==> src/rtl/ecc_pkg.sv <==
// Shared types and constants for the (16,11) SECDED decode unit.
// Optional error counters are built only when ECC_STATS_EN is defined.
package ecc_pkg;

    typedef enum logic [2:0] {
        IDLE,
        READ,
        CALC,
        WR_LO,
        WR_HI,
        DONE
    } ecc_state_t;

    typedef logic [1:0] ecc_status_t;

    localparam ecc_status_t ECC_CLEAN = 2'b00;
    localparam ecc_status_t ECC_CORR  = 2'b01;
    localparam ecc_status_t ECC_DBL   = 2'b10;

    // Codeword position of each data bit; element 0 is d0.
    localparam logic [10:0][3:0] DATA_POS = {
        4'd15, 4'd14, 4'd13, 4'd12, 4'd11, 4'd10,
        4'd9,  4'd7,  4'd6,  4'd5,  4'd3
    };

    function automatic logic [10:0] extract_data(input logic [15:0] cw);
        logic [10:0] d;
        d = '0;
        for (int i = 0; i < 11; i++) begin
            d[i] = cw[DATA_POS[i]];
        end
        return d;
    endfunction

endpackage

==> src/rtl/ecc_decode_unit_if.sv <==
// Register-file side of the decode unit: two combinational read ports
// and one granted write port.
interface ecc_decode_unit_if #(
    parameter int PW = 4
) ();

    logic [PW-1:0] rd_addrA;
    logic [PW-1:0] rd_addrB;
    logic [7:0]    datA_in;
    logic [7:0]    datB_in;
    logic          wr_gnt;
    logic          wr_en;
    logic [PW-1:0] wr_addr;
    logic [7:0]    wr_data;

    modport master (
        output rd_addrA, rd_addrB, wr_en, wr_addr, wr_data,
        input  datA_in, datB_in, wr_gnt
    );

    modport slave (
        input  rd_addrA, rd_addrB, wr_en, wr_addr, wr_data,
        output datA_in, datB_in, wr_gnt
    );

endinterface

==> src/rtl/hamming_syndrome.sv <==
// Syndrome (XOR of set-bit indices 1..15) and overall parity of a
// 16-bit extended-Hamming codeword.
module hamming_syndrome (
    input  logic [15:0] cw,
    output logic [3:0]  s,
    output logic        p
);

    always_comb begin
        // NOTE: default first so every path assigns s and no latch is inferred.
        s = '0;
        for (int i = 1; i < 16; i++) begin
            if (cw[i]) s = s ^ 4'(i);
        end
    end

    assign p = ^cw;

endmodule

==> src/rtl/ecc_decode_unit.sv <==
// SECDED decode/correct engine between register-file reads and write port.
// Define ECC_STATS_EN to build the saturating single/double error counters.
module ecc_decode_unit
    import ecc_pkg::*;
#(
    parameter int PW = 4
) (
    input  logic              clk,
    input  logic              reset,
    input  logic              start,
    input  logic [PW-1:0]     src_hi,
    input  logic [PW-1:0]     src_lo,
    input  logic [PW-1:0]     dst_hi,
    input  logic [PW-1:0]     dst_lo,
    ecc_decode_unit_if.master rf,
    output logic              busy,
    output logic              done,
    output ecc_status_t       status,
    output logic [7:0]        sgl_cnt,
    output logic [7:0]        dbl_cnt
);

    ecc_state_t    state;
    logic [PW-1:0] dst_hi_q;
    logic [PW-1:0] dst_lo_q;
    logic [15:0]   cw_q;
    logic [7:0]    hi_q;
    ecc_status_t   res_status;

    logic [3:0]    syn;
    logic          par;
    logic [15:0]   cw_fix;
    ecc_status_t   st_c;
    logic [10:0]   d_c;

    hamming_syndrome u_syn (
        .cw (cw_q),
        .s  (syn),
        .p  (par)
    );

    // Odd overall parity means one flipped bit; syndrome 0 puts it at bit 0.
    always_comb begin
        cw_fix = cw_q;
        st_c   = ECC_CLEAN;
        if (par) begin
            st_c = ECC_CORR;
            if (syn != 4'd0) cw_fix[syn] = ~cw_q[syn];
        end else if (syn != 4'd0) begin
            st_c = ECC_DBL;
        end
    end

    assign d_c = extract_data(cw_fix);

    // NOTE: registered state uses non-blocking assignments only, so every
    // branch sees pre-edge values regardless of statement order.
    always_ff @(posedge clk) begin
        if (reset) begin
            state       <= IDLE;
            rf.rd_addrA <= '0;
            rf.rd_addrB <= '0;
            rf.wr_en    <= 1'b0;
            rf.wr_addr  <= '0;
            rf.wr_data  <= '0;
            dst_hi_q    <= '0;
            dst_lo_q    <= '0;
            cw_q        <= '0;
            hi_q        <= '0;
            res_status  <= ECC_CLEAN;
            busy        <= 1'b0;
            done        <= 1'b0;
            status      <= ECC_CLEAN;
        end else begin
            case (state)
                IDLE: begin
                    if (start) begin
                        rf.rd_addrA <= src_hi;
                        rf.rd_addrB <= src_lo;
                        dst_hi_q    <= dst_hi;
                        dst_lo_q    <= dst_lo;
                        busy        <= 1'b1;
                        state       <= READ;
                    end
                end
                READ: begin
                    cw_q  <= {rf.datA_in, rf.datB_in};
                    state <= CALC;
                end
                CALC: begin
                    hi_q       <= {st_c, 3'b000, d_c[10:8]};
                    res_status <= st_c;
                    rf.wr_en   <= 1'b1;
                    rf.wr_addr <= dst_lo_q;
                    rf.wr_data <= d_c[7:0];
                    state      <= WR_LO;
                end
                WR_LO: begin
                    if (rf.wr_gnt) begin
                        rf.wr_addr <= dst_hi_q;
                        rf.wr_data <= hi_q;
                        state      <= WR_HI;
                    end
                end
                WR_HI: begin
                    if (rf.wr_gnt) begin
                        rf.wr_en <= 1'b0;
                        done     <= 1'b1;
                        status   <= res_status;
                        state    <= DONE;
                    end
                end
                DONE: begin
                    done  <= 1'b0;
                    busy  <= 1'b0;
                    state <= IDLE;
                end
                default: state <= IDLE;
            endcase
        end
    end

`ifdef ECC_STATS_EN
    logic [7:0] sgl_q;
    logic [7:0] dbl_q;

    always_ff @(posedge clk) begin
        if (reset) begin
            sgl_q <= '0;
            dbl_q <= '0;
        end else if (state == WR_HI && rf.wr_gnt) begin
            if (res_status == ECC_CORR && sgl_q != 8'hFF) sgl_q <= sgl_q + 8'd1;
            if (res_status == ECC_DBL && dbl_q != 8'hFF) dbl_q <= dbl_q + 8'd1;
        end
    end

    assign sgl_cnt = sgl_q;
    assign dbl_cnt = dbl_q;
`else
    assign sgl_cnt = '0;
    assign dbl_cnt = '0;
`endif

endmodule

==> src/flat_wrapper.sv <==
// flat-port wrapper written by rule: the top's interface ports become plain ports
module ecc_decode_unit_flat import ecc_pkg::*;
#(
    parameter int PW = 4
)
  (clk, reset, start, src_hi, src_lo, dst_hi, dst_lo, busy, done, status, sgl_cnt, dbl_cnt, rf_rd_addrA, rf_rd_addrB, rf_wr_en, rf_wr_addr, rf_wr_data, rf_datA_in, rf_datB_in, rf_wr_gnt);
  ecc_decode_unit_if #(.PW(PW)) rf_i ();
  input  logic clk;
  input  logic reset;
  input  logic start;
  input  logic [PW-1:0] src_hi;
  input  logic [PW-1:0] src_lo;
  input  logic [PW-1:0] dst_hi;
  input  logic [PW-1:0] dst_lo;
  output logic busy;
  output logic done;
  output ecc_status_t status;
  output logic [7:0] sgl_cnt;
  output logic [7:0] dbl_cnt;
  output wire logic [$bits(rf_i.rd_addrA)-1:0] rf_rd_addrA;
  output wire logic [$bits(rf_i.rd_addrB)-1:0] rf_rd_addrB;
  output wire logic [$bits(rf_i.wr_en)-1:0] rf_wr_en;
  output wire logic [$bits(rf_i.wr_addr)-1:0] rf_wr_addr;
  output wire logic [$bits(rf_i.wr_data)-1:0] rf_wr_data;
  input wire logic [$bits(rf_i.datA_in)-1:0] rf_datA_in;
  input wire logic [$bits(rf_i.datB_in)-1:0] rf_datB_in;
  input wire logic [$bits(rf_i.wr_gnt)-1:0] rf_wr_gnt;
  assign rf_rd_addrA = rf_i.rd_addrA;
  assign rf_rd_addrB = rf_i.rd_addrB;
  assign rf_wr_en = rf_i.wr_en;
  assign rf_wr_addr = rf_i.wr_addr;
  assign rf_wr_data = rf_i.wr_data;
  assign rf_i.datA_in = rf_datA_in;
  assign rf_i.datB_in = rf_datB_in;
  assign rf_i.wr_gnt = rf_wr_gnt;
  ecc_decode_unit #(.PW(PW)) u_core (.clk(clk), .reset(reset), .start(start), .src_hi(src_hi), .src_lo(src_lo), .dst_hi(dst_hi), .dst_lo(dst_lo), .rf(rf_i), .busy(busy), .done(done), .status(status), .sgl_cnt(sgl_cnt), .dbl_cnt(dbl_cnt));
endmodule
==> config.mk <==
export PLATFORM = sky130hd
export DESIGN_NAME = ecc_decode_unit_flat
export DESIGN_NICKNAME = d
export VERILOG_FILES = /design/src/rtl/ecc_pkg.sv /design/src/rtl/ecc_decode_unit_if.sv /design/src/rtl/hamming_syndrome.sv /design/src/rtl/ecc_decode_unit.sv /design/src/flat_wrapper.sv
export SDC_FILE = /design/constraint.sdc
export NUM_CORES = 1
export LEC_CHECK = 0
export CAP_MARGIN = 20
export CORE_MARGIN = 4
export CORE_UTILIZATION = 40
export CTS_CLUSTER_SIZE = 28
export DETAILED_ROUTE_END_ITERATION = 8
export PLACE_DENSITY = 0.72
export SLEW_MARGIN = 0
export SYNTH_ARGS = -nofsm -noshare
export SYNTH_HDL_FRONTEND = slang
export SYNTH_HIERARCHICAL = 1
export SYNTH_SLANG_ARGS = --single-unit
export TNS_END_PERCENT = 5
==> constraint.sdc <==
create_clock -name clk -period 4.9 [get_ports clk]
set_input_delay 1.47 -clock clk [delete_from_list [all_inputs] [get_ports clk]]
set_output_delay 1.47 -clock clk [all_outputs]
set_load 0.05 [all_outputs]
* After elaboration in Yosys (flattened, before gate mapping)
Index checks and enable logic that the tools add are counted.
** Operators by class
- $lt $le $gt $ge :: 2
- Bitwise gates (word level) :: 15
- Reduce and logical (&&, ||, !) cells :: 15
- Equality and inequality tests :: 8
- Multiplexer cells :: 38
** Operators with widths (count)
- $mux 4 :: 9
- $mux 16 :: 2
- $mux 3 :: 7
- $bwmux 16 :: 1
- $pmux 8 s2 :: 1
- $reduce_xor 16->1 :: 1
- $pmux 3 s5 :: 1
- $not 2->2 :: 6
- $not 3->3 :: 4
- $reduce_and 2->1 :: 6
- $mux 2 :: 4
- $mux 8 :: 1
- $pmux 4 s2 :: 1
- $reduce_bool 2->1 :: 4
- $eq 3x2->1 const B :: 2
- $eq 3x3->1 const B :: 2
- $mux 1 :: 6
- $ne 2x2->1 const B :: 3
- $pmux 1 s2 :: 3
- $lt 4x5->1 const B :: 1
- $bmux 1 s4 :: 1
- $demux 1 s4 :: 1
- $ge 4x1->1 const B :: 1
- $not 4->4 :: 1
- other kinds (7) :: 9
** Word-level totals
- Output and inout port bits :: 41
- Logic and storage cells :: 92
- Input bits :: 36
- Bits in registers :: 59

* Depth between registers and ports, before layout
- Word-level depth :: 34
- Gate-level depth with buffers :: 8
- Gate-level depth less buffers :: 8

* Cells and area by module
Netlist, hierarchy kept.
** Modules (own cells, without submodules)
- ecc_decode_unit :: cells an instance 309, times used 1, area each 2458.6 um^2
- hamming_syndrome :: cells an instance 27, times used 1, area each 251.5 um^2

* Least setup slack after synthesis
OpenSTA, ideal clock, no wires.
- Path kind :: input-to-reg
- From :: in rf_wr_gnt
- To :: reg u_core.rf.wr_addr[0]
- Stages on the path :: 6
- Setup slack :: 2.492 ns
- Arrival :: 2.317 ns
- Setup time :: 0.091 ns
- Cell sequence :: buf_2 inv_1 a21oi_2 buf_4 nor2_1 a311oi_1
** On the way
- Cells in the longest elaborated chain, start to end :: 2
** Ends and longest elaborated chain
- start, declared :: RTL line flat_wrapper.sv:27 : input wire logic [$bits(rf_i.wr_gnt)-1:0] rf_wr_gnt;
- $ne 2x2->1 (no source line)
- $reduce_and 2->1 (no source line)
- end signal, assigned :: RTL line ecc_decode_unit.sv:94 : rf.wr_addr <= dst_lo_q;
- end signal, assigned :: RTL line ecc_decode_unit.sv:100 : rf.wr_addr <= dst_hi_q;
- end, declared :: RTL line ecc_decode_unit_if.sv:17 : output rd_addrA, rd_addrB, wr_en, wr_addr, wr_data,
Every way passes these cells.
A chain may end at the register's enable or synchronous reset.

* Worst setup path in the final report
- From :: reg u_core.rf.wr_data[7]
- To :: out rf_wr_data[7]
** RTL lines
- start, declared :: RTL line ecc_decode_unit_if.sv:17
- start signal, assigned :: RTL line ecc_decode_unit.sv:95 : rf.wr_data <= d_c[7:0];
- start signal, assigned :: RTL line ecc_decode_unit.sv:101 : rf.wr_data <= hi_q;
- end, declared :: RTL line flat_wrapper.sv:24 : output wire logic [$bits(rf_i.wr_data)-1:0] rf_wr_data;
No word-level cell between the ends.

==> results.py <==
metrics = {
    "floorplanning": {
        "num_rows": 29,
        "die_h_microns": 90.3,
        "core_area_sq_um": 6460,
        "io_pins": 77,
        "die_x_microns": 90.3,
        "start_util": 0.420,
        "die_area_sq_um": 8160,
    },
    "route": {
        "routed_wl_microns": 6100,
        "wl_per_cell_microns": 13.0,
        "first_iter_violations": 120,
        "viasPerCell": 4.90,
        "vias": 2291,
        "antenna_left": 0,
        "drtPass1Iterations": 4,
        "drc_errors": 0,
    },
    "yosys": {
        "synth_area_leaders": "dfxtp_1 (42%), nand2_1 (10%), xnor2_1 (10%)",
        "synth_edf_count": 0,
        "synthMuxAreaShare": 0.00739,
        "synth-compound-area-share": 0.151,
        "synth_top_family_by_area": "simple AND/OR/NAND/NOR gates",
        "ys_types": 39,
        "syn-instance-count": 336,
        "ys_seq_area_frac": 0.421,
        "synth.most_common_cell": "nand2_1",
        "synth_fa_ha_area_frac": 0,
        "synth_top_cell_by_area": "dfxtp_1",
        "yosys-top-cells-count": "nand2_1 (75), dfxtp_1 (57), a21oi_1 (42)",
        "synth-simple-area-share": 0.211,
        "syn_area_per_cell_sq_um": 8.07,
        "synth_area_sq_um": 2710,
        "async_flop_share": 0,
        "yosysWarnings": 6,
        "synth.top_cell.area_share": 0.421,
        "synth_xor_area_frac": 0.125,
        "yosys_most_used_dff": "dfxtp_1",
        "ys_ff_latch": 57,
    },
    "final_layout": {
        "fillers": 627,
        "diodes": 0,
        "drive_gt1_frac": 0.0460,
        "syn2layout_area_growth_pct": 25.5,
        "final_nets": 422,
    },
    "timing": {
        "worst_pin_slew_ns": 1.06,
        "finalMaxSlewViolations": 0,
        "timing.final.ws_setup_ns": 1.90,
        "period_needed_ns": 3.00,
        "setup_viol": 0,
        "hold_slack_ns": 0.453,
        "grt_setup_unrepaired": "false",
        "relSlewSlack": 0.296,
        "layout_worst_path_cycle_share": 0.613,
        "fin_skew_ns": 0.00528,
        "finalSetupTns_ns": 0,
        "hold_viol": 0,
        "max_freq_mhz": 333,
    },
    "setup_path": {
        "crit_chain": "clkdlybuf4s50_1",
        "endpoint_kind": "primary output",
        "cpPeakStageDelay_ns": 0.84,
        "critical_path_required_ns": 3.43,
        "crit_fanout": 3,
        "cpMaxStageDelayCell": "clkdlybuf4s50_1",
        "critical_path_arrival_ns": 1.53,
        "start_kind": "flop",
        "critPathBufInv": 1,
        "critPathKind": "reg -> out",
        "path_delay_family": "buffers and inverters",
    },
    "clock_tree": {
        "cts.sinks": 57,
        "cts_hold_buf": 0,
        "clk_pin_slew_worst_paths_ns": 0.06,
        "clock_latency_ns": 0.33,
        "clockRootBuffer": "clkbuf_8",
        "cts_made_buffers": 9,
        "post_cts_buffers": 0,
        "cts_max_path_buffers": 2,
        "htreeDepth": 3,
        "post_cts_resized": 0,
        "cts_tree": "built",
    },
    "global_routing": {
        "grt_pass1_vias": 2133,
        "grtUsageTotal": 0.150,
        "grt_max_degree": 62,
        "overflow": 0,
        "grt_pass1_wl_microns": 9900,
        "antenna_found_initial": 0,
    },
    "min_path": {
        "hold_path_class": "reg -> reg",
    },
    "run": {
        "maxCapViolCount": 0,
    },
    "placed_design": {
        "dp_slack_ns": 1.68,
        "io_buffers": 60,
        "hpwl_microns": 4250,
        "gp_congestion": 0.844,
    },
    "power": {
        "max-vdd-ir-drop_mv": 0.167,
        "leakagePower_nw": 1.19,
        "powerDensity_nw_per_um2": 390,
    },
    "run_status": {
        "status": "finished clean",
    },
}
==> per-stage QoR <==
| stage | cell area (sq um) | instances | power [W] | util |
|---|---|---|---|---|
| finish | 3400 | 468 | 0.00133 | 0.527 |
| global route | 3400 | 468 | 0.00140 | 0.527 |
| CTS | 3400 | 468 | 0.00134 | 0.527 |
| detailed placement | 3250 | 452 | 0.000975 | 0.503 |
| global placement | 3250 | 452 | 0.000966 | 0.503 |
| floorplan | 2770 | 351 | 0.000883 | - |
==> worst paths after layout <==
kind                                        endpoint  slack [ns]  cells after the start                                from
setup / recovery                       rf_wr_data[7]        1.90                      1   u_core/rf.wr_data[7]$_SDFFE_PP0P_
hold / removal    u_core/rf.rd_addrB[1]$_SDFFE_PP0P_        0.45                      2  u_core/rf.rd_addrB[1]$_SDFFE_PP0P_
setup reg to reg   u_core/rf.wr_data[5]$_SDFFE_PP0P_        2.34                      8        u_core/cw_q[14]$_SDFFE_PP0P_
hold reg to reg   u_core/rf.rd_addrB[1]$_SDFFE_PP0P_        0.45                      2  u_core/rf.rd_addrB[1]$_SDFFE_PP0P_
==> area by class of cell <==
type	instances	area [sq um]	share of cell area
tap	77	96.3	0.0283
timing repair buffer	60	596	0.175
multi-input combinational	254	1400	0.411
clock inverter	4	20.0	0.00588
sequential	57	1140	0.335
clock buffer	12	135	0.0397
inverter	4	15.0	0.00441
==> cell usage in the layout, fill, tap and decap left out, types with 2 or more instances in the layout <==
| cell | netlist | routed |
|---|---|---|
| clkbuf_1 | 6 | 3 |
| o32ai_1 | 2 | 2 |
| clkinv_2 | 0 | 4 |
| clkbuf_8 | 0 | 9 |
| o22ai_1 | 4 | 4 |
| xor2_1 | 4 | 4 |
| a311oi_1 | 4 | 4 |
| nand2_1 | 75 | 75 |
| inv_1 | 4 | 4 |
| a21oi_1 | 42 | 42 |
| nor2b_1 | 2 | 2 |
| mux2i_1 | 2 | 2 |
| nor3_1 | 4 | 4 |
| conb_1 | 1 | 16 |
| a211o_1 | 2 | 2 |
| nor4_1 | 3 | 3 |
| nand3_1 | 8 | 8 |
| dfxtp_1 | 57 | 57 |
| xnor2_1 | 31 | 31 |
| nand2b_1 | 10 | 10 |
| and3_1 | 2 | 2 |
| clkdlybuf4s50_1 | 0 | 59 |
| nor2_1 | 23 | 23 |
| a211oi_1 | 6 | 6 |
==> per-layer routing <==
metal  up-vias  GRT usage  wire (microns)
met5         -          0               0
met4         0     0.0804             136
met3        10     0.0350             305
met2        55      0.228            2780
met1      1039      0.196            2880
li1       1187          -               -
==> cell families after synthesis <==
family / count (synthesis)
and+or+nand+nor: 132
buffers and inverters: 40
xor gates and xnor gates: 37
AOI/OAI and AO/OA: 67
DFF: 57
other: 1
muxes: 2
==> where the power goes <==
group	internal, W	switching, W
clock	0.000180	0.000178
sequential	0.000503	0.0000356
combinational	0.000158	0.000271
==> registers in the layout (all words and copies together) (netlist names) <==
register,cells
u_core/hi_q,3
u_core/rf.wr_en,1
u_core/status,2
u_core/done,1
u_core/rf.wr_data,8
u_core/state,3
u_core/busy,1
u_core/dst_hi_q,4
u_core/rf.rd_addrB,4
u_core/rf.rd_addrA,4
u_core/cw_q,16
u_core/res_status,2
u_core/dst_lo_q,4
u_core/rf.wr_addr,4
(Power assumes the default switching activity.)
